## src/rtl/vga_plot_arbiter.sv

```systemverilog
// Two-requester arbiter for the VGA plot port: burst-limited ownership with a two-cycle dead band
// on every handover. Plot strobe to VGA outputs is one registered cycle; gnt follows req one cycle from IDLE.
module vga_plot_arbiter #(
   parameter int MAX_BURST = 19200
) (
   input  logic       clk,
   input  logic       rst_n,
   input  logic [1:0] req,
   output logic [1:0] gnt,
   input  logic [7:0] x0,
   input  logic [7:0] x1,
   input  logic [6:0] y0,
   input  logic [6:0] y1,
   input  logic [2:0] c0,
   input  logic [2:0] c1,
   input  logic       p0,
   input  logic       p1,
   output logic [7:0] vga_x,
   output logic [6:0] vga_y,
   output logic [2:0] vga_colour,
   output logic       vga_plot,
   output logic       busy
);

   typedef enum logic [1:0] {IDLE, OWN0, OWN1, GAP} state_t;

   localparam logic [15:0] LP_MAX = 16'(MAX_BURST);

   state_t      r_state;
   logic [1:0]  r_gnt;
   logic        r_last;
   logic [15:0] r_cnt;
   logic [7:0]  r_x;
   logic [6:0]  r_y;
   logic [2:0]  r_c;
   logic        r_plot;

   logic       w_own, w_sel, w_mine, w_other, w_at_max, w_rotate, w_accept, w_in_range;
   logic [7:0] w_px;
   logic [6:0] w_py;
   logic [2:0] w_pc;
   logic       w_pp;

   assign w_own    = (r_state == OWN0) || (r_state == OWN1);
   assign w_sel    = (r_state == OWN1);
   assign w_px     = w_sel ? x1 : x0;
   assign w_py     = w_sel ? y1 : y0;
   assign w_pc     = w_sel ? c1 : c0;
   assign w_pp     = w_sel ? p1 : p0;
   assign w_mine   = w_sel ? req[1] : req[0];
   assign w_other  = w_sel ? req[0] : req[1];
   assign w_at_max = (r_cnt == LP_MAX);
   // A burst that has hit its limit with a waiter pending issues nothing more before rotating.
   assign w_rotate   = w_own && w_at_max && w_other;
   assign w_accept   = w_own && w_pp && !w_rotate;
   assign w_in_range = (w_px < 8'd160) && (w_py < 7'd120);

   always_ff @(posedge clk or negedge rst_n) begin
      if (!rst_n) begin
         r_state <= IDLE;
         r_gnt   <= 2'b00;
         r_last  <= 1'b1;
         r_cnt   <= 16'd0;
         r_x     <= 8'd0;
         r_y     <= 7'd0;
         r_c     <= 3'd0;
         r_plot  <= 1'b0;
      end else begin
         r_plot <= w_accept && w_in_range;
         if (w_accept && w_in_range) begin
            r_x <= w_px;
            r_y <= w_py;
            r_c <= w_pc;
         end

         case (r_state)
            IDLE: begin
               if (req == 2'b01 || (req == 2'b11 && r_last)) begin
                  r_state <= OWN0;
                  r_gnt   <= 2'b01;
                  r_last  <= 1'b0;
                  r_cnt   <= 16'd0;
               end else if (req == 2'b10 || (req == 2'b11 && !r_last)) begin
                  r_state <= OWN1;
                  r_gnt   <= 2'b10;
                  r_last  <= 1'b1;
                  r_cnt   <= 16'd0;
               end
            end
            OWN0, OWN1: begin
               if (!w_mine || w_rotate) begin
                  r_state <= GAP;
                  r_gnt   <= 2'b00;
               end else if (w_at_max) begin
                  // Uncontested owner: restart the burst window, counting this cycle's plot.
                  r_cnt <= w_accept ? 16'd1 : 16'd0;
               end else if (w_accept) begin
                  r_cnt <= r_cnt + 16'd1;
               end
            end
            default: begin
               r_state <= IDLE;
               r_gnt   <= 2'b00;
            end
         endcase
      end
   end

   assign gnt        = r_gnt;
   assign busy       = (r_gnt != 2'b00);
   assign vga_x      = r_x;
   assign vga_y      = r_y;
   assign vga_colour = r_c;
   assign vga_plot   = r_plot;

endmodule

```

## config.mk

```make
export PLATFORM = sky130hd
export DESIGN_NAME = vga_plot_arbiter
export DESIGN_NICKNAME = d
export VERILOG_FILES = /design/src/rtl/vga_plot_arbiter.sv
export SDC_FILE = /design/constraint.sdc
export NUM_CORES = 1
export LEC_CHECK = 0
export BUFFER_PORTS_ARGS = -buffer_cell sky130_fd_sc_hd__buf_4
export CAP_MARGIN = 30
export CORE_UTILIZATION = 50
export CTS_CLUSTER_DIAMETER = 100
export DETAILED_ROUTE_END_ITERATION = 8
export PLACE_DENSITY = 0.76
export SLEW_MARGIN = 25
export SYNTH_ARGS = -nofsm -noshare
export SYNTH_HDL_FRONTEND = slang
export SYNTH_SLANG_ARGS = --single-unit
```

## constraint.sdc

```tcl
create_clock -name clk -period 3.8 [get_ports clk]
set_input_delay 0.57 -clock clk [delete_from_list [all_inputs] [get_ports clk]]
set_output_delay 0.57 -clock clk [all_outputs]
set_load 0.05 [all_outputs]
```

==> results.yml <==
floorplanning:
  io_pins: 64
  die_area_mm2: 0.005196
  start_util: 0.5200
  core_area_mm2: 0.004723
  num_rows: 25
  die_h_um: 72.09
  die_w_um: 72.09
logic_synthesis:
  synth_compound_area_frac: 0.1559
  avgSynthCellArea_um2: 10.73
  synth_top_family_by_area: "multiplexers"
  ys_ff_latch: 40
  yosys.area_share.simple: 0.1538
  synthAdderAreaFrac: 0.02547
  synth_area_mm2: 0.002456
  synth-edff-count: 0
  syn_nets: 276
  netlist_instances: 229
  synth-xor-area-share: 0
  yosys.cell_types.count: 51
  ys_seq_area_frac: 0.4080
  synthMuxAreaShare: 0.1961
  yosysWarnings: 0
  ys.flop_type: "dfrtp_1"
  async_flop_share: 1.000
place:
  gp_congestion: 0.8132
  placedInstanceArea_mm2: 0.002905
  dp_cells: 348
  dp_hpwl_um: 3624
  pre_cts_ws_ns: 0.8996
  port_buffers: 63
worst_setup_path:
  cp.arrival_ns: 3.09
  critPathRequiredTime_ns: 3.98
  crit_fanout: 23
  worstRegToRegCells: 8
  cpMostUsedCell: "buf_4"
  crit_family: "multiplexers"
  start_kind: "flop"
  critical_path_class: "reg -> reg"
  cp_slowest_cell: "or3_1"
  end_kind: "flop"
  crit_cells: 8
  crit_buf_inv: 3
  cpPeakStageDelay_ns: 0.65
  crit_chain: "inv_1 > ha_1 > buf_4 > mux2_2 > o221ai_1 > or3_1 > buf_4 > mux2_4"
timing:
  timing.final.crit_share: 0.7637
  final.setup.tns_ns: 0
  clock.fmax_mhz: 344.6
  setup_viol: 0
  finClkSkew_ns: 0.007942
  fin_crit_ns: 2.902
  final_max_slew_viol_count: 0
  grt_setup_unrepaired: "no"
  tightest_slew_ns: 0.7984
  finalWorstSetupSlack_ns: 0.8980
  final_hold_viol_count: 0
  maxSlewHeadroom: 0.4677
clocking:
  htreeDepth: 2
  cts_tree: "done"
  cts.sinks: 40
  clk_path_buf_depth: 2
  post-cts-setup-buffer-count: 0
  clkSlewWorstSetupHoldPaths_ns: 0.07
  clk_latency_ns: 0.30
  cts_inserted_buffers: 5
  ctsHoldBuffers: 0
  post_cts_resized: 0
  cts_root_buffer: "clkbuf_8"
pwr:
  power_density_mw_per_mm2: 862.6
  leakagePower_nw: 1.403
  peakVddDrop_uv: 496.0
grt:
  grt-ovfl-total: 0
  grt_max_degree: 41
  grt_util_met3: 0.05417
  use_met1: 0.2896
  grt_use_met2: 0.3572
  grt_pass1_wl_um: 8894
  antenna_found_initial: 0
  grt_pass1_vias: 1873
  grt_busiest_layer: "met2"
  grt.total_usage: 0.2198
hold_path:
  min_path_type: "in -> async"
route:
  num_vias: 1990
  drt-initial-drc-count: 98
  wire_per_inst_um: 14.47
  final_antenna_net_count: 0
  via_per_inst: 5.574
  post-route-drc-count: 0
  drt_wl_total_um: 5166
  firstDrtPassIters: 5
final_layout:
  seq_area_mm2: 0.001002
  area_delta_synth_final_pct: 22.26
  fin_nets: 336
  multi_input_area_mm2: 0.001305
  diodes: 0
  finalInstanceArea_mm2: 0.003003
  final_layout_size_suffix_gt1_frac: 0.4414
  instances_no_fill: 357
  n_fill_cell: 387
  final_core_util: 0.6358
flow_run:
  maxCapViolCount: 0
outcome:
  outcome: "finished, final reports clean"
==> registers in the layout, summed over array words and instances (netlist names) <==
signal / flops
r_state: 2
r_cnt: 16
vga_y: 7
r_last: 1
vga_colour: 3
vga_plot: 1
gnt: 2
vga_x: 8
==> cells by family after synthesis <==
group | Yosys count
flip-flops | 40
multiplexers | 40
AND/OR/NAND/NOR | 72
AO/OA/AOI/OAI | 52
adder cells (fa/ha/maj) | 5
buffers and inverters | 20
==> where the power goes <==
| part | total (mW) | internal [mW] | leakage [nW] | switching (mW) |
|---|---|---|---|---|
| registers | 0.670 | 0.575 | 0.508 | 0.0943 |
| logic | 1.62 | 0.652 | 0.844 | 0.971 |
| clock network | 0.298 | 0.145 | 0.0510 | 0.153 |
==> cells in the mapped netlist (2+ instances only) <==
cell type,n,area [um2]
a41oi_1,2,17.52
ha_1,5,62.56
mux2i_1,2,20.02
nand4_1,2,12.51
mux2_2,29,326.6
buf_6,6,67.56
buf_2,2,10.01
a21oi_1,14,70.07
nor3_1,2,10.01
a31oi_1,12,75.07
nor2b_1,2,12.51
nor4_1,2,12.51
and4_1,3,26.28
nand2_1,23,86.33
mux2_4,9,135.1
a31oi_2,6,75.07
nand2b_1,5,31.28
dfrtp_1,39,975.9
nor2_1,11,41.29
or2_2,2,12.51
inv_1,7,26.28
and3_1,3,18.77
o21ai_0,5,25.02
nand3_1,9,45.04
==> placed cells by master, fill, tap and decap left out, types with 3 or more instances in the layout <==
cell	n
a21oi_1	14
a31oi_1	12
a31oi_2	6
and3_1	3
and4_1	3
buf_4	65
clkbuf_8	6
dfrtp_1	39
ha_1	5
inv_1	7
mux2_2	29
mux2_4	9
nand2_1	23
nand2b_1	5
nand3_1	9
nor2_1	11
o21ai_0	5
==> layer usage <==
layer | vias to the layer above | wire length [um] | share of wire
li1 | 960 | - | -
met1 | 965 | 2366 | 0.46
met2 | 58 | 2485 | 0.48
met3 | 7 | 245 | 0.047
met4 | 0 | 68 | 0.013
met5 | - | 0 | 0
==> cell type report <==
cell class / instances / area share
multi-input combinational: 169 / 0.4346
sequential: 40 / 0.3337
clock inverter: 2 / 0.003333
inverter: 7 / 0.008750
tap: 67 / 0.02792
timing repair buffer: 66 / 0.1642
clock buffer: 6 / 0.02750
==> worst paths after layout <==
path,startpoint,to,slack [ns]
worst max-delay path,r_state[0]$_DFFE_PN0P_,vga_x[6]$_DFFE_PN0P_,0.90
worst min-delay path,rst_n,vga_plot$_DFF_PN0_,0.24
worst max register to register,r_state[0]$_DFFE_PN0P_,vga_x[6]$_DFFE_PN0P_,0.90
worst min register to register,r_cnt[15]$_DFFE_PN0P_,r_cnt[15]$_DFFE_PN0P_,0.50
max in group asynchronous,rst_n,r_last$_DFFE_PN1P_,3.20
min in group clk,req[0],r_last$_DFFE_PN1P_,0.50
==> worst reg2reg max path: stages (launching register included) <==
cell      delay (ns)
dfrtp_1         0.41
inv_1           0.09
ha_1            0.26
buf_4           0.32
mux2_2          0.42
o221ai_1        0.07
or3_1           0.65
buf_4           0.27
mux2_4          0.30
==> per-stage QoR <==
step | hold WS, ns | power (mW)
detailed placement | 0.4835 | 2.300
floorplan | 0.2744 | 2.022
global route | 0.2806 | 2.760
CTS | 0.2555 | 2.606
global placement | 0.4856 | 2.280
finish | 0.2361 | 2.590
Power figures use the tool's default switching activity.
